`src/rtl/pipe_ctrl_pkg.sv`:
```
`default_nettype none
// ============================================================================
// Module : pipe_ctrl_pkg
// Brief  : Shared types and constants for the 5-stage pipeline hazard /
//          sequencing controller: FSM state encoding, MIPS opcodes and the
//          next-PC select encodings.
// Rev    : 1.0  initial release
// ============================================================================
package pipe_ctrl_pkg;

    // Controller FSM states. The encoding is visible on the debug port.
    typedef enum logic [1:0] {
        ST_RUN      = 2'd0,
        ST_LU_STALL = 2'd1,
        ST_MEM_WAIT = 2'd2
    } pipe_state_e;

    // Primary opcodes (instruction bits [31:26])
    localparam logic [5:0] OP_RTYPE = 6'h00;
    localparam logic [5:0] OP_BEQ   = 6'h04;
    localparam logic [5:0] OP_BNE   = 6'h05;
    localparam logic [5:0] OP_SW    = 6'h2B;
    localparam logic [5:0] OP_LW    = 6'h23;

    // Next-PC select encodings
    localparam logic [1:0] PC_SRC_SEQ    = 2'b00;  // pc + 4
    localparam logic [1:0] PC_SRC_JUMP   = 2'b01;  // jump target
    localparam logic [1:0] PC_SRC_BRANCH = 2'b10;  // branch target

    // Instructions whose rt field is a source operand. For I-type ALU ops
    // and loads rt is a destination, so matching it against a pending load
    // must not cause a stall.
    function automatic logic op_uses_rt(input logic [5:0] opcode);
        return (opcode == OP_RTYPE) || (opcode == OP_BEQ) ||
               (opcode == OP_BNE)   || (opcode == OP_SW);
    endfunction

endpackage
`default_nettype wire

```
`src/rtl/pipe_ctrl_hazard_detect.sv`:
```
`default_nettype none
// ============================================================================
// Module : hazard_detect
// Brief  : Combinational load-use hazard detector. Flags when the
//          instruction in ID reads the register being loaded by the
//          instruction currently in EX.
// Ports  : id_instru   in  32  instruction in IF/ID
//          ex_MemRead  in  1   instruction in ID/EX is a load
//          ex_rt       in  5   load destination register in ID/EX
//          lu_haz      out 1   load-use hazard present
// Rev    : 1.0  initial release
// ============================================================================
module hazard_detect
    import pipe_ctrl_pkg::*;
(
    input  logic [31:0] id_instru,
    input  logic        ex_MemRead,
    input  logic [4:0]  ex_rt,
    output logic        lu_haz
);

    logic [5:0] w_opcode;
    logic [4:0] w_rs;
    logic [4:0] w_rt;
    logic       w_uses_rt;
    logic       w_unused_low;

    assign w_opcode  = id_instru[31:26];
    assign w_rs      = id_instru[25:21];
    assign w_rt      = id_instru[20:16];
    assign w_uses_rt = op_uses_rt(w_opcode);

    // Immediate / rd / funct bits play no part in hazard detection.
    assign w_unused_low = ^id_instru[15:0];

    // $0 is hard-wired to zero, so a load "into" it never creates a hazard.
    assign lu_haz = ex_MemRead && (ex_rt != 5'd0) &&
                    ((ex_rt == w_rs) || (w_uses_rt && (ex_rt == w_rt)));

endmodule
`default_nettype wire

```
`src/rtl/pipe_ctrl.sv`:
```
`default_nettype none
// ============================================================================
// Module : pipe_ctrl
// Brief  : Hazard / sequencing controller for a 5-stage MIPS pipeline.
//          Drives PC and pipeline-register enables, flushes and next-PC
//          select. Handles data-memory freezes, taken branches resolved in
//          MEM, load-use stalls and jumps decoded in ID, in that priority.
//          Keeps saturating stall and flush counters for debug.
// Params : MEM_WAIT  extra cycles a data-memory access holds the pipeline
//          CNT_W     width of stall_cnt / flush_cnt
// Ports  : clk, rst_n (synchronous, active low)
//          id_instru, id_Jump                 ID-stage inputs
//          ex_MemRead, ex_rt                  EX-stage inputs
//          mem_Branch, mem_Bne, mem_zero,
//          mem_access                         MEM-stage inputs
//          pc_write, ifid_write, ifid_flush,
//          idex_bubble, exmem_flush,
//          pipe_freeze, pc_src                pipeline control outputs
//          state, stall_cnt, flush_cnt        debug outputs
// Rev    : 1.0  initial release
// ============================================================================
module pipe_ctrl
    import pipe_ctrl_pkg::*;
#(
    parameter int MEM_WAIT = 0,
    parameter int CNT_W    = 16
) (
    input  logic             clk,
    input  logic             rst_n,
    input  logic [31:0]      id_instru,
    input  logic             id_Jump,
    input  logic             ex_MemRead,
    input  logic [4:0]       ex_rt,
    input  logic             mem_Branch,
    input  logic             mem_Bne,
    input  logic             mem_zero,
    input  logic             mem_access,
    output logic             pc_write,
    output logic             ifid_write,
    output logic             ifid_flush,
    output logic             idex_bubble,
    output logic             exmem_flush,
    output logic             pipe_freeze,
    output logic [1:0]       pc_src,
    output logic [1:0]       state,
    output logic [CNT_W-1:0] stall_cnt,
    output logic [CNT_W-1:0] flush_cnt
);

    // Wait counter holds at most MEM_WAIT-1.
    localparam int c_WCNT_W = (MEM_WAIT > 1) ? $clog2(MEM_WAIT) : 1;
    localparam logic [c_WCNT_W-1:0] c_WCNT_ONE  = c_WCNT_W'(1);
    localparam logic [c_WCNT_W-1:0] c_WAIT_LOAD =
        c_WCNT_W'((MEM_WAIT > 0) ? (MEM_WAIT - 1) : 0);

    pipe_state_e         r_state;
    pipe_state_e         w_next_state;
    logic [c_WCNT_W-1:0] r_wcnt;
    logic [c_WCNT_W-1:0] w_next_wcnt;
    logic                r_served;
    logic                w_next_served;
    logic [CNT_W-1:0]    r_stall_cnt;
    logic [CNT_W-1:0]    r_flush_cnt;

    logic w_lu_haz;
    logic w_br_taken;
    logic w_mem_hold;
    logic w_flush_evt;

    // ------------------------------------------------------------------
    // Hazard terms
    // ------------------------------------------------------------------
    hazard_detect u_hazard_detect (
        .id_instru  (id_instru),
        .ex_MemRead (ex_MemRead),
        .ex_rt      (ex_rt),
        .lu_haz     (w_lu_haz)
    );

    assign w_br_taken = (mem_Branch && mem_zero) || (mem_Bne && !mem_zero);

    // r_served marks the single cycle right after a freeze completes; the
    // access that caused the freeze is still in EX/MEM then and must be
    // allowed through rather than freezing again.
    assign w_mem_hold = (MEM_WAIT > 0) && mem_access && !r_served;

    // ------------------------------------------------------------------
    // Next-state and control outputs
    // ------------------------------------------------------------------
    always_comb begin
        pc_write      = 1'b1;
        ifid_write    = 1'b1;
        ifid_flush    = 1'b0;
        idex_bubble   = 1'b0;
        exmem_flush   = 1'b0;
        pipe_freeze   = 1'b0;
        pc_src        = PC_SRC_SEQ;
        w_next_state  = ST_RUN;
        w_next_wcnt   = r_wcnt;
        w_next_served = 1'b0;
        w_flush_evt   = 1'b0;

        if (!rst_n) begin
            // Hold the front end and flush everything while in reset.
            pc_write    = 1'b0;
            ifid_write  = 1'b0;
            ifid_flush  = 1'b1;
            idex_bubble = 1'b1;
            exmem_flush = 1'b1;
        end else if (r_state == ST_MEM_WAIT) begin
            pc_write    = 1'b0;
            ifid_write  = 1'b0;
            pipe_freeze = 1'b1;
            if (r_wcnt <= c_WCNT_ONE) begin
                w_next_state  = ST_RUN;
                w_next_served = 1'b1;
            end else begin
                w_next_state = ST_MEM_WAIT;
                w_next_wcnt  = r_wcnt - c_WCNT_ONE;
            end
        end else if (w_mem_hold) begin
            // First frozen cycle is spent in RUN/LU_STALL itself, so a
            // one-cycle wait never enters ST_MEM_WAIT at all.
            pc_write    = 1'b0;
            ifid_write  = 1'b0;
            pipe_freeze = 1'b1;
            if (MEM_WAIT == 1) begin
                w_next_served = 1'b1;
            end else begin
                w_next_state = ST_MEM_WAIT;
                w_next_wcnt  = c_WAIT_LOAD;
            end
        end else if (w_br_taken) begin
            // Squash the three younger instructions in IF/ID, ID/EX, EX/MEM.
            pc_src      = PC_SRC_BRANCH;
            ifid_flush  = 1'b1;
            idex_bubble = 1'b1;
            exmem_flush = 1'b1;
            w_flush_evt = 1'b1;
        end else if (w_lu_haz) begin
            pc_write     = 1'b0;
            ifid_write   = 1'b0;
            idex_bubble  = 1'b1;
            w_next_state = ST_LU_STALL;
        end else if (id_Jump) begin
            pc_src      = PC_SRC_JUMP;
            ifid_flush  = 1'b1;
            w_flush_evt = 1'b1;
        end
    end

    // ------------------------------------------------------------------
    // State, wait counter and statistics
    // ------------------------------------------------------------------
    always_ff @(posedge clk) begin
        if (!rst_n) begin
            r_state     <= ST_RUN;
            r_wcnt      <= '0;
            r_served    <= 1'b0;
            r_stall_cnt <= '0;
            r_flush_cnt <= '0;
        end else begin
            r_state  <= w_next_state;
            r_wcnt   <= w_next_wcnt;
            r_served <= w_next_served;
            if (!pc_write && !(&r_stall_cnt)) begin
                r_stall_cnt <= r_stall_cnt + 1'b1;
            end
            if (w_flush_evt && !(&r_flush_cnt)) begin
                r_flush_cnt <= r_flush_cnt + 1'b1;
            end
        end
    end

    assign state     = r_state;
    assign stall_cnt = r_stall_cnt;
    assign flush_cnt = r_flush_cnt;

endmodule
`default_nettype wire

```
`config.mk`:
```
export PLATFORM = sky130hd
export DESIGN_NAME = pipe_ctrl
export DESIGN_NICKNAME = d
export VERILOG_FILES = /design/src/rtl/pipe_ctrl_pkg.sv /design/src/rtl/pipe_ctrl_hazard_detect.sv /design/src/rtl/pipe_ctrl.sv
export SDC_FILE = /design/constraint.sdc
export NUM_CORES = 1
export LEC_CHECK = 0
export ABC_AREA = 0
export CAP_MARGIN = 5
export CORE_ASPECT_RATIO = 0.8
export CORE_MARGIN = 2
export CORE_UTILIZATION = 45
export DETAILED_ROUTE_END_ITERATION = 8
export GPL_ROUTABILITY_DRIVEN = 0
export PLACE_DENSITY = 0.86
export SETUP_SLACK_MARGIN = 0.3
export SYNTH_ARGS = -nofsm -noshare
export SYNTH_HDL_FRONTEND = slang
export SYNTH_SLANG_ARGS = --single-unit
```
`constraint.sdc`:
```
create_clock -name clk -period 4.4 [get_ports clk]
set_input_delay 0.88 -clock clk [delete_from_list [all_inputs] [get_ports clk]]
set_output_delay 0.88 -clock clk [all_outputs]
set_load 0.005 [all_outputs]
```
==> flow_summary.yaml <==
status:
  outcome: "finished clean"
setup_path:
  max_stage_delay_ns: 0.56
  crit_path_max_fanout: 10
  r2r-start: "flush_cnt[4]$_SDFFE_PN0P_"
  crit_family: "buffers and inverters"
  critPathLaunchType: "input pin"
  crit_buf_inv: 2
  crit_arrival_ns: 3.11
  cp.required_ns: 3.52
  cpMaxStageDelayCell: "or4_1"
  endpoint_kind: "primary output"
  path_cells: "clkdlybuf4s50_1, or4_1, o21a_1, o21ai_4, nand3_1, nor2_1, clkdlybuf4s50_1"
  critPathLaunch: "ex_rt[0]"
  path_common_cell: "clkdlybuf4s50_1"
  reg2reg_setup_slack_ns: 2.08
  critPathKind: "input pin to primary output"
finish:
  final_common_cell: "clkdlybuf4s50_1"
  fin_nets: 338
  fin_area_sq_um: 2710
  area_delta_synth_final_pct: 42.4
  drive_gt1_frac: 0.0753
  diodes: 0
  fillers: 357
  final_cell_mix: "clkdlybuf4s50_1, dfxtp_1, nand2_1"
global_route:
  grt.busiest_layer: "met2"
  met2_usage: 0.328
  overflow: 0
  gr-usage-met1: 0.279
  grt_pass1_wl_mm: 8.03
  globalRouteMet3Util: 0.0509
  grtUsageTotal: 0.209
  grt_pass1_vias: 1698
  grt_antenna_before_repair: 0
  grt_max_degree: 27
route:
  avgRoutedWirePerCell_microns: 14.2
  viasPerCell: 5.67
  ant_nets: 0
  first_iter_violations: 88
  route.vias.total: 1980
  drt-total-wl_mm: 4.95
  drc: 0
  firstDrtPassIters: 4
cts:
  cts_buffer_depth: 2
  clk_latency_ns: 0.28
  cts_root_buf: "clkbuf_8"
  cts.sinks: 33
  cts_tree: "built"
  h-tree-depth: 2
  cts_buffers: 5
  clkTransAtPathRegs_ns: 0.07
die:
  die_height_microns: 62.1
  core_sq_um: 4130
  boundaryPins: 87
  rows: 21
  fp.dieW_microns: 76.7
  start_util: 0.461
  die_area_sq_um: 4770
synth:
  synth_cells: 225
  ys_warn_count: 0
  synthDistinctLibCells: 43
  synth.cell_area_sq_um: 1900
  ys.flop_type: "dfxtp_1"
  synth.avg_cell_area_sq_um: 8.45
  synth_edf_count: 0
  synth-seq-cells: 33
  async_flop_share: 0
  yosysSeqAreaShare: 0.347
power:
  power_frac_seq: 0.493
  pwr-share-comb: 0.151
  p_per_area_nw_per_um2: 231
  clockPowerShare: 0.356
  p_int_mw: 0.465
  swShare: 0.257
  p_switching_mw: 0.161
  power.leakage_nw: 0.806
  vdd_drop_max_mv: 0.179
flow_run:
  maxCapViolCount: 0
sta:
  fmax_mhz: 251
  fin_skew_ns: 0.00336
  tightest_slew_ns: 0.942
  rsz0062_at_grt: "no"
  slew_viol_final: 0
  period_share: 0.906
  period_minus_slack_ns: 3.99
  fin_setup_tns_ns: 0
  finalSetupViolations: 0
  relSlewSlack: 0.371
  hold_viol_final: 0
place:
  place_area_sq_um: 2610
  hpwl_mm: 3.62
  io_buffers: 67
worst_hold_path:
  holdCritPathClass: "flip-flop to flip-flop"
  holdCritStartpoint: "flush_cnt[11]$_SDFFE_PN0P_"
cells in the mapped netlist (2+ instances only):
library cell   n  area [sq um]
dfxtp_1       33           661
nand2_1       20          75.1
a21oi_1       17          85.1
nand3_1       16          80.1
inv_1         10          37.5
nor2_1        10          37.5
o21ai_1       10          50.1
o31ai_1       10          75.1
or3_1         10          62.6
nand4_1        8          50.1
or4_1          8          60.1
xnor2_1        7          61.3
clkbuf_1       6          22.5
mux2i_1        6          60.1
nor4_2         4          50.1
o311ai_1       4          35.0
o41ai_1        4          35.0
xor2_1         4          35.0
buf_2          3          15.0
buf_4          3          22.5
nor4_1         3          18.8
o211ai_1       3          22.5
o21a_1         3          22.5
ha_1           2          25.0
nand2b_1       2          12.5
nor3_1         2          10.0
per-stage QoR:
step                       util  hold WS, ns  setup slack, ns  power (mW)  instances
after detailed placement  0.631        0.471            0.322       0.409        340
after CTS                 0.652        0.481            0.305       0.631        348
after global routing      0.656        0.507            0.320       0.656        349
after global placement    0.631        0.462            0.342       0.406        340
after floorplan               -        0.464             1.20       0.358        226
final                     0.656        0.476            0.412       0.626        349
power groups by stage:
stage	Sequential, mW	Combinational [mW]	Clock, mW
after floorplan	0.315	0.0430	0
after global placement	0.315	0.0911	0
after detailed placement	0.315	0.0935	0
after CTS	0.308	0.0942	0.228
after global routing	0.309	0.103	0.244
final	0.308	0.0948	0.223
metal layers:
metal | routed length, microns | part of all wire | vias to the layer above
li1 | - | - | 979
met1 | 2380 | 0.48 | 932
met2 | 2210 | 0.45 | 62
met3 | 270 | 0.055 | 7
met4 | 87 | 0.018 | 0
met5 | 0 | 0 | -
flip-flops by register name, summed over array words and instances (netlist names):
signal and count:
flush_cnt 16, stall_cnt 16, state 1
cells by family after synthesis:
kind of cell,after synthesis,synth area share
buf+inv,23,0.0572
fa+ha+maj,2,0.0132
xor+xnor,11,0.0507
compound gates,57,0.212
simple gates,91,0.274
flops,33,0.347
other cells,1,0.00197
mux,7,0.0434
cell type report:
cell class	instances	area, sq um	area share
repair buffers	71	701	0.259
well taps	57	71.3	0.0263
flip-flops and latches	33	661	0.244
inverters	10	37.5	0.0139
clock buffers	6	72.6	0.0268
multi-input cells	170	1150	0.427
clock inverters	2	10.0	0.00370
tightest hold or removal path, cell delays in order, from the launching register on:
cell and delay, ns:
dfxtp_1 0.32, nand2_1 0.05, mux2i_1 0.05
path summary, 6_finish.rpt:
kind                                     end  depth (start not counted)
setup / recovery                   pc_src[0]                          7
hold / removal    flush_cnt[11]$_SDFFE_PN0P_                          2
setup reg to reg  flush_cnt[13]$_SDFFE_PN0P_                          7
hold reg to reg   flush_cnt[11]$_SDFFE_PN0P_                          2
timing repair:
| action | 4_1_cts | 5_1_grt |
|---|---|---|
| resized for setup | 0 | 2 |
| endpoints found under the setup margin | 0 | 5 |
| hold buffers | 0 | 0 |
| setup buffers | 0 | 1 |
(Power assumes the default switching activity.)
